## src/rtl/sram_port_arbiter_pkg.sv

```systemverilog
// Shared types and constants for the SRAM port arbiter.
package sram_port_arbiter_pkg;

  // Owner of a read in flight.
  localparam logic OWN_HOST = 1'b0;
  localparam logic OWN_ENG  = 1'b1;

  // Arbiter state: which requester owns the SRAM command this cycle.
  typedef enum logic [1:0] {
    IDLE  = 2'b00,
    GNT_H = 2'b01,
    GNT_E = 2'b10
  } state_e;

  // Read-return tag carried alongside the SRAM read latency.
  typedef struct packed {
    logic valid;
    logic owner;
  } rd_tag_t;

endpackage

```

## src/rtl/sram_port_arbiter_rd_tag_pipe.sv

```systemverilog
// RD_LAT-stage shift register of read tags; the last stage lines up with sram_rdata.
module sram_port_arbiter_rd_tag_pipe
  import sram_port_arbiter_pkg::*;
#(
  parameter int RD_LAT = 1
) (
  input  logic    clk,
  input  logic    reset,
  input  rd_tag_t tag_in,
  output rd_tag_t tag_out,
  output logic    any_valid
);

  rd_tag_t stage [RD_LAT];

  // Shift tags one stage per cycle; reset discards reads in flight.
  always_ff @(posedge clk or posedge reset) begin
    if (reset) begin
      for (int i = 0; i < RD_LAT; i++) stage[i] <= '0;
    end else begin
      stage[0] <= tag_in;
      for (int i = 1; i < RD_LAT; i++) stage[i] <= stage[i-1];
    end
  end

  // Any read still waiting for its data.
  always_comb begin
    any_valid = 1'b0;
    for (int i = 0; i < RD_LAT; i++) any_valid = any_valid | stage[i].valid;
  end

  assign tag_out = stage[RD_LAT-1];

endmodule

```

## src/rtl/sram_port_arbiter.sv

```systemverilog
// Shares one SRAM port between the host loader and the adder engine.
module sram_port_arbiter
  import sram_port_arbiter_pkg::*;
#(
  parameter int ADDR_W  = 8,
  parameter int DATA_W  = 8,
  parameter int RD_LAT  = 1,
  parameter int MAX_RUN = 4
) (
  input  logic              clk,
  input  logic              reset,
  input  logic              h_req,
  input  logic              h_we,
  input  logic [ADDR_W-1:0] h_addr,
  input  logic [DATA_W-1:0] h_wdata,
  output logic              h_gnt,
  output logic              h_rvalid,
  output logic [DATA_W-1:0] h_rdata,
  input  logic              e_req,
  input  logic [ADDR_W-1:0] e_addr,
  output logic              e_gnt,
  output logic              e_rvalid,
  output logic [DATA_W-1:0] e_rdata,
  output logic              SRAM_re,
  output logic              SRAM_we,
  output logic [ADDR_W-1:0] sram_addr,
  output logic [DATA_W-1:0] sram_wdata,
  input  logic [DATA_W-1:0] sram_rdata,
  output logic              busy
);

  localparam logic [3:0] MaxRun = 4'(MAX_RUN);

  state_e            state_q, state_d;
  logic [3:0]        run_cnt_q, run_cnt_d;
  logic              re_q, we_q;
  logic [ADDR_W-1:0] addr_q;
  logic [DATA_W-1:0] wdata_q;
  logic [DATA_W-1:0] h_rdata_q, e_rdata_q;
  rd_tag_t           tag_in, tag_out;
  logic              tags_busy;

  // Grant decision and host-run counter; host wins unless it has starved the engine.
  always_comb begin
    state_d = IDLE;
    if (h_req && e_req) begin
      state_d = (run_cnt_q < MaxRun) ? GNT_H : GNT_E;
    end else if (h_req) begin
      state_d = GNT_H;
    end else if (e_req) begin
      state_d = GNT_E;
    end

    run_cnt_d = run_cnt_q;
    if (!e_req || state_d == GNT_E) begin
      run_cnt_d = '0;
    end else if (state_d == GNT_H) begin
      run_cnt_d = run_cnt_q + 4'd1;
    end
  end

  // State and run counter registers.
  always_ff @(posedge clk or posedge reset) begin
    if (reset) begin
      state_q   <= IDLE;
      run_cnt_q <= '0;
    end else begin
      state_q   <= state_d;
      run_cnt_q <= run_cnt_d;
    end
  end

  // Registered SRAM command, captured from the winning requester at the decision edge.
  always_ff @(posedge clk or posedge reset) begin
    if (reset) begin
      re_q    <= 1'b0;
      we_q    <= 1'b0;
      addr_q  <= '0;
      wdata_q <= '0;
    end else begin
      case (state_d)
        GNT_H: begin
          re_q    <= ~h_we;
          we_q    <= h_we;
          addr_q  <= h_addr;
          wdata_q <= h_wdata;
        end
        GNT_E: begin
          re_q    <= 1'b1;
          we_q    <= 1'b0;
          addr_q  <= e_addr;
          wdata_q <= '0;
        end
        default: begin
          // Address and data hold so the SRAM pins stay quiet when idle.
          re_q <= 1'b0;
          we_q <= 1'b0;
        end
      endcase
    end
  end

  // Tag enters the pipe as the read command is presented to the SRAM.
  assign tag_in.valid = re_q;
  assign tag_in.owner = (state_q == GNT_E) ? OWN_ENG : OWN_HOST;

  sram_port_arbiter_rd_tag_pipe #(
    .RD_LAT (RD_LAT)
  ) u_rd_tag_pipe (
    .clk       (clk),
    .reset     (reset),
    .tag_in    (tag_in),
    .tag_out   (tag_out),
    .any_valid (tags_busy)
  );

  assign h_rvalid = tag_out.valid && (tag_out.owner == OWN_HOST);
  assign e_rvalid = tag_out.valid && (tag_out.owner == OWN_ENG);

  // Last delivered read data per requester, held between returns.
  always_ff @(posedge clk or posedge reset) begin
    if (reset) begin
      h_rdata_q <= '0;
      e_rdata_q <= '0;
    end else begin
      if (h_rvalid) h_rdata_q <= sram_rdata;
      if (e_rvalid) e_rdata_q <= sram_rdata;
    end
  end

  assign h_rdata    = h_rvalid ? sram_rdata : h_rdata_q;
  assign e_rdata    = e_rvalid ? sram_rdata : e_rdata_q;
  assign h_gnt      = (state_q == GNT_H);
  assign e_gnt      = (state_q == GNT_E);
  assign SRAM_re    = re_q;
  assign SRAM_we    = we_q;
  assign sram_addr  = addr_q;
  assign sram_wdata = wdata_q;
  // The command stage counts as in flight so busy has no gap before the tag enters the pipe.
  assign busy       = ~reset & (h_req | e_req | re_q | tags_busy);

endmodule

```

## config.mk

```make
export PLATFORM = sky130hd
export DESIGN_NAME = sram_port_arbiter
export DESIGN_NICKNAME = d
export VERILOG_FILES = /design/src/rtl/sram_port_arbiter_pkg.sv /design/src/rtl/sram_port_arbiter_rd_tag_pipe.sv /design/src/rtl/sram_port_arbiter.sv
export SDC_FILE = /design/constraint.sdc
export NUM_CORES = 1
export LEC_CHECK = 0
export CAP_MARGIN = 40
export CELL_PAD_IN_SITES_DETAIL_PLACEMENT = 2
export CELL_PAD_IN_SITES_GLOBAL_PLACEMENT = 2
export CORE_ASPECT_RATIO = 0.6
export CORE_MARGIN = 4
export CORE_UTILIZATION = 26
export DETAILED_ROUTE_END_ITERATION = 12
export GPL_TIMING_DRIVEN = 0
export PLACE_DENSITY = 0.83
export SYNTH_ARGS = -nofsm -noshare
export SYNTH_HDL_FRONTEND = slang
export SYNTH_SLANG_ARGS = --single-unit
```

## constraint.sdc

```tcl
create_clock -name clk -period 1.4 [get_ports clk]
set_input_delay 0.21 -clock clk [delete_from_list [all_inputs] [get_ports clk]]
set_output_delay 0.21 -clock clk [all_outputs]
set_load 0.1 [all_outputs]
```

Word-level counts from Yosys, hierarchy flattened --
Cells that the tools add are included.
Word-level totals: bits in registers 42, latch bits 0, bits in writable memories 0, bits in read-only memories 0, input bits 37, output and inout port bits 39, memories kept 0
Operators by class: add/sub/neg operators 1, multiply operators 0, divide/modulo/power cells 0, $lt $le $gt $ge 1, eq/ne operators 4, shift operators 0, multiplexer cells 13, bitwise operators 7, reductions and logical operators 7
Operator list (count):
- $pmux 8 s2 | 2
- $mux 8 | 2
- $mux 2 | 4
- $mux 4 | 2
- $add 4x1->4 const B | 1
- $eq 2x1->1 const B | 2
- $eq 2x2->1 const B | 2
- $lt 4x3->1 const B | 1
- $reduce_bool 2->1 | 2
- $logic_and 1x1->1 | 3
- $not 1->1 | 3
- $or 1x1->1 | 3
- $mux 1 | 2
- $pmux 1 s2 | 1
- $and 1x1->1 | 1
- $logic_not 1->1 | 1
- $logic_or 1x1->1 | 1

Longest topological paths before layout --
depth after elaboration 6, mapped depth 4

Modules after synthesis --
A second synthesis with hierarchy kept.
Second synthesis, totals: cells, all modules 121, area total of the unflattened synthesis 1700.4 µm²
Modules (own cells, without submodules):
- sram_port_arbiter | times used 1, cells an instance 117, area an instance 1639.1 µm²
- sram_port_arbiter_rd_tag_pipe | times used 1, cells an instance 4, area an instance 61.3 µm²

Least setup slack after synthesis --
OpenSTA, ideal clock, no wires.
path kind reg2out, start point register re_q, in the netlist SRAM_re, end point output busy, data arrival time 2.511 ns, required time 1.190 ns, path slack -1.321 ns, cell stages (with the launch flop) 3, buffers on the path 0, cell sequence dfrtp_1 > nor2_1 > a21oi_1
On the way: cells in the longest elaborated chain, start to end 3
RTL lines:
- from (decl) | RTL line sram_port_arbiter.sv:36 | logic re_q, we_q;
- from (signal assigned) | RTL line sram_port_arbiter.sv:83 | re_q <= ~h_we;
- $or 1x1->1 (2 in a row) | RTL line sram_port_arbiter.sv:140 | assign busy = ~reset & (h_req | e_req | re_q | tags_busy);
- $and 1x1->1 | RTL line sram_port_arbiter.sv:140
- to (decl) | RTL line sram_port_arbiter.sv:29 | output logic busy
Every way passes these cells.

Final worst setup path --
start point register u_rd_tag_pipe.stage (netlist bit u_rd_tag_pipe.tag_out[0]), end point output e_rdata[1]
On the way: cells in the longest elaborated chain, start to end 2
RTL lines:
- from (decl) | RTL line sram_port_arbiter_rd_tag_pipe.sv:14 | rd_tag_t stage [RD_LAT];
- $logic_and 1x1->1 | RTL line sram_port_arbiter.sv:118 | assign e_rvalid = tag_out.valid && (tag_out.owner == OWN_ENG);
- $mux 8 | RTL line sram_port_arbiter.sv:132 | assign e_rdata = e_rvalid ? sram_rdata : e_rdata_q;
- to (decl) | RTL line sram_port_arbiter.sv:23 | output logic [DATA_W-1:0] e_rdata,
Every way passes these cells.

==> results.sh <==
export IMPL_status="complete, but fails checks"
export IMPL_failed_checks="setup timing"
export IMPL_hold_viol=0
export IMPL_worstReg2RegStart="u_rd_tag_pipe.tag_out[0]"
export IMPL_stdcell_count=336
export IMPL_setup_viol_count_final=26
export IMPL_portBuffers=75
export IMPL_drv_slew=0
export IMPL_wl_per_cell_um=28.74
export IMPL_irDropWorstVdd_mv=0.7336
export IMPL_gp_congestion=0.6882
export IMPL_synth_top_area_share_pct=62.22
export IMPL_viasPerCell=4.842
export IMPL_fin_ws_ps=-549.8
export IMPL_routed_wl_mm=9.658
export IMPL_start_util_pct=27.27
export IMPL_worst_pin_slew_ps=561.7
export IMPL_finish_net_count=289
export IMPL_path_clk_slew_ps=100
export IMPL_worst_ep_arrival_time_ps=1740
export IMPL_diodes=0
export IMPL_period_share_pct=139.3
export IMPL_dieArea_um2=7893
export IMPL_path_max_fanout=3
export IMPL_antenna_found_initial=0
export IMPL_ios=76
export IMPL_finalCriticalPeriod_ps=1950
export IMPL_final_core_util_pct=61.39
export IMPL_syn2layout_area_growth_pct=125.1
export IMPL_fill_cells=510
export IMPL_clock_skew_ps=25.76
export IMPL_startpoint="u_rd_tag_pipe.tag_out[0]"
export IMPL_gr_total_overflow=0
export IMPL_die_x_um=112.1
export IMPL_first_pass_iters=4
export IMPL_clkSinkCount=42
export IMPL_synth_warning_count=0
export IMPL_synthesis_area_um2=1689
export IMPL_postSynthCellCount=119
export IMPL_rsz0062_at_grt="yes"
export IMPL_grt_max_degree=23
export IMPL_endpoint_kind="output pin"
export IMPL_synthesis_nets=157
export IMPL_ant_nets=0
export IMPL_syn_avg_cell_area_um2=14.19
export IMPL_core_um2=6193
export IMPL_multi_input_area_um2=732.0
export IMPL_clock_latency_ps=320
export IMPL_ys_seq_area_share_pct=62.22
export IMPL_htreeDepth=2
export IMPL_cpMostUsedCell="buf_6"
export IMPL_ys_types=25
export IMPL_startpoint_type="flop"
export IMPL_max_stage_delay_ps=450
export IMPL_p_per_area_nw_per_um2=1465
export IMPL_placed_cell_area_um2=3397
export IMPL_hp_class="primary input to async pin"
export IMPL_design_area_um2=3802
export IMPL_layout_drive_gt1_share_pct=57.94
export IMPL_cap_violations=0
export IMPL_regArea_um2=1061
export IMPL_max_freq_ghz=0.5129
export IMPL_synth_seq_cells=42
export IMPL_rows=22
export IMPL_yosys_top_cells_area="dfrtp_1, mux2_2, o221a_2"
export IMPL_cp_required_ps=1190
export IMPL_holdWs_ps=358.2
export IMPL_clk_root_buffer_cell="clkbuf_8"
export IMPL_grt_pass1_vias=1781
export IMPL_cts_made_buffers=5
export IMPL_crit_slowest_cell="dfrtp_2"
export IMPL_hpwl_mm=5.386
export IMPL_crit_family="buffers and inverters"
export IMPL_die_h_um=70.44
export IMPL_slew_headroom_pct=62.50
export IMPL_cts_tree="yes"
export IMPL_cp_cell_sequence="buf_4 -> nand2_4 -> buf_6 -> mux2_4 -> buf_6 -> buf_12"
export IMPL_yosysTopAreaCell="dfrtp_1"
export IMPL_dp_cells=318
export IMPL_crit_buf_inv=4
export IMPL_dp_slack_ps=-1320
export IMPL_grt_pass1_wl_mm=12.71
export IMPL_track_usage_pct=21.91
export IMPL_p_leak_nw=1.780
export IMPL_vias=1627
export IMPL_drt_iter0_drc=57
export IMPL_remaining_drc_errors=0
export IMPL_clock_tree_buffer_depth=2
export IMPL_crit_type="flop to output pin"
-- through the flow --
step,setup TNS [ps],power (mW)
global placement,-69680,3.389
CTS,-7635,5.394
finish,-9391,5.570
global route,-10940,5.727
floorplan,-314.3,2.926
detailed placement,-23520,4.141
-- worst paths after layout --
kind | end | slack, ps | depth (start not counted)
max | e_rdata[1] | -550 | 6
min | u_rd_tag_pipe.any_valid | 360 | 2
max reg2reg | h_rdata_q[0] | -50 | 5
min reg2reg | u_rd_tag_pipe.any_valid | 470 | 0
max in group asynchronous | sram_addr[3] | 500 | 3
min in group clk | SRAM_re | 410 | 3
-- cells in the mapped netlist --
| cell | count |
|---|---|
| dfrtp_1 | 42 |
| mux2_2 | 16 |
| a211o_1 | 8 |
| a22o_1 | 8 |
| o221a_2 | 8 |
| inv_1 | 5 |
| nor2b_1 | 5 |
| and2_1 | 4 |
| and3_1 | 3 |
| and2b_1 | 2 |
| buf_2 | 2 |
| clkbuf_1 | 2 |
| nor2_1 | 2 |
| a21oi_1 | 1 |
| buf_6 | 1 |
| conb_1 | 1 |
| ha_1 | 1 |
| nand2_1 | 1 |
| nand2_8 | 1 |
| nand2b_1 | 1 |
| nor3_1 | 1 |
| nor3b_1 | 1 |
| o21ai_0 | 1 |
| o21ai_1 | 1 |
| or3b_1 | 1 |
-- cells by family (layout without fill, tap and decap cells) --
family,after synthesis,after routing,synth area share [%]
simple gates,22,24,8.815
buf+inv,10,141,2.815
mux,16,16,10.67
flops,42,42,62.22
other cells,1,1,0.2220
fa+ha+maj,1,1,0.7406
compound gates,27,27,14.52
-- registers in the layout, indices dropped and copies added, names as in the netlist, 2 cells and up --
name,flops
e_rdata_q,8
sram_addr,8
state_q,2
sram_wdata,8
run_cnt_q,4
h_rdata_q,8
-- layout make-up --
cell class	instances	share of cell area, %
Clock inverter	1	0.7897
Tap cell	84	2.764
Inverter	5	0.5923
Multi-Input combinational cell	69	19.25
Sequential cell	42	27.90
Buffer	4	1.119
Timing Repair Buffer	124	45.31
Clock buffer	7	2.270
-- layout by cell type (no fill, tap or decap), types with 2 or more instances in the layout --
master | Yosys | routed
dfrtp_1 | 42 | 34
clkdlybuf4s50_1 | 0 | 34
buf_6 | 1 | 29
buf_12 | 0 | 28
buf_4 | 0 | 17
mux2_4 | 0 | 16
buf_16 | 0 | 12
dfrtp_2 | 0 | 8
a211o_1 | 8 | 8
o221a_2 | 8 | 8
a22o_1 | 8 | 8
clkbuf_8 | 0 | 7
and2_1 | 4 | 4
clkbuf_2 | 0 | 3
nor2b_1 | 5 | 3
and3_1 | 3 | 3
nand2_4 | 0 | 3
and2b_1 | 2 | 2
inv_1 | 5 | 2
o21ai_1 | 1 | 2
inv_2 | 0 | 2
nor2b_4 | 0 | 2
nor2_4 | 0 | 2
-- layer usage --
metal  vias up  track usage, %  share of wire, %
met3        11           3.290               3.0
met5         -               0                 0
met2        64           40.50                53
li1        700               -                 -
met1       852           27.71                43
met4         0           3.200               1.6
-- power by group --
part | total (mW) | switching, mW | internal (mW)
combinational | 3.01 | 1.69 | 1.32
sequential | 1.50 | 0.133 | 1.37
clock | 1.06 | 0.474 | 0.583
total | 5.57 | 2.30 | 3.27
-- worst reg2reg max path, cell delays in order, from the launching register on --
cell       delay [ps]
dfrtp_2           450
nand2b_4          180
clkbuf_16         170
mux2_4            320
buf_6             120
buf_6             100
-- repair_timing --
| action | 4_1_cts | 5_1_grt |
|---|---|---|
| endpoints found under the setup margin | 60 | 30 |
| hold buffers | 0 | 0 |
| pin swaps | 3 | 0 |
| gates resized for setup | 146 | 17 |
| buffers inserted | 19 | 11 |
| gates cloned | 2 | 1 |
No activity file was read; power rests on OpenSTA's default activity.
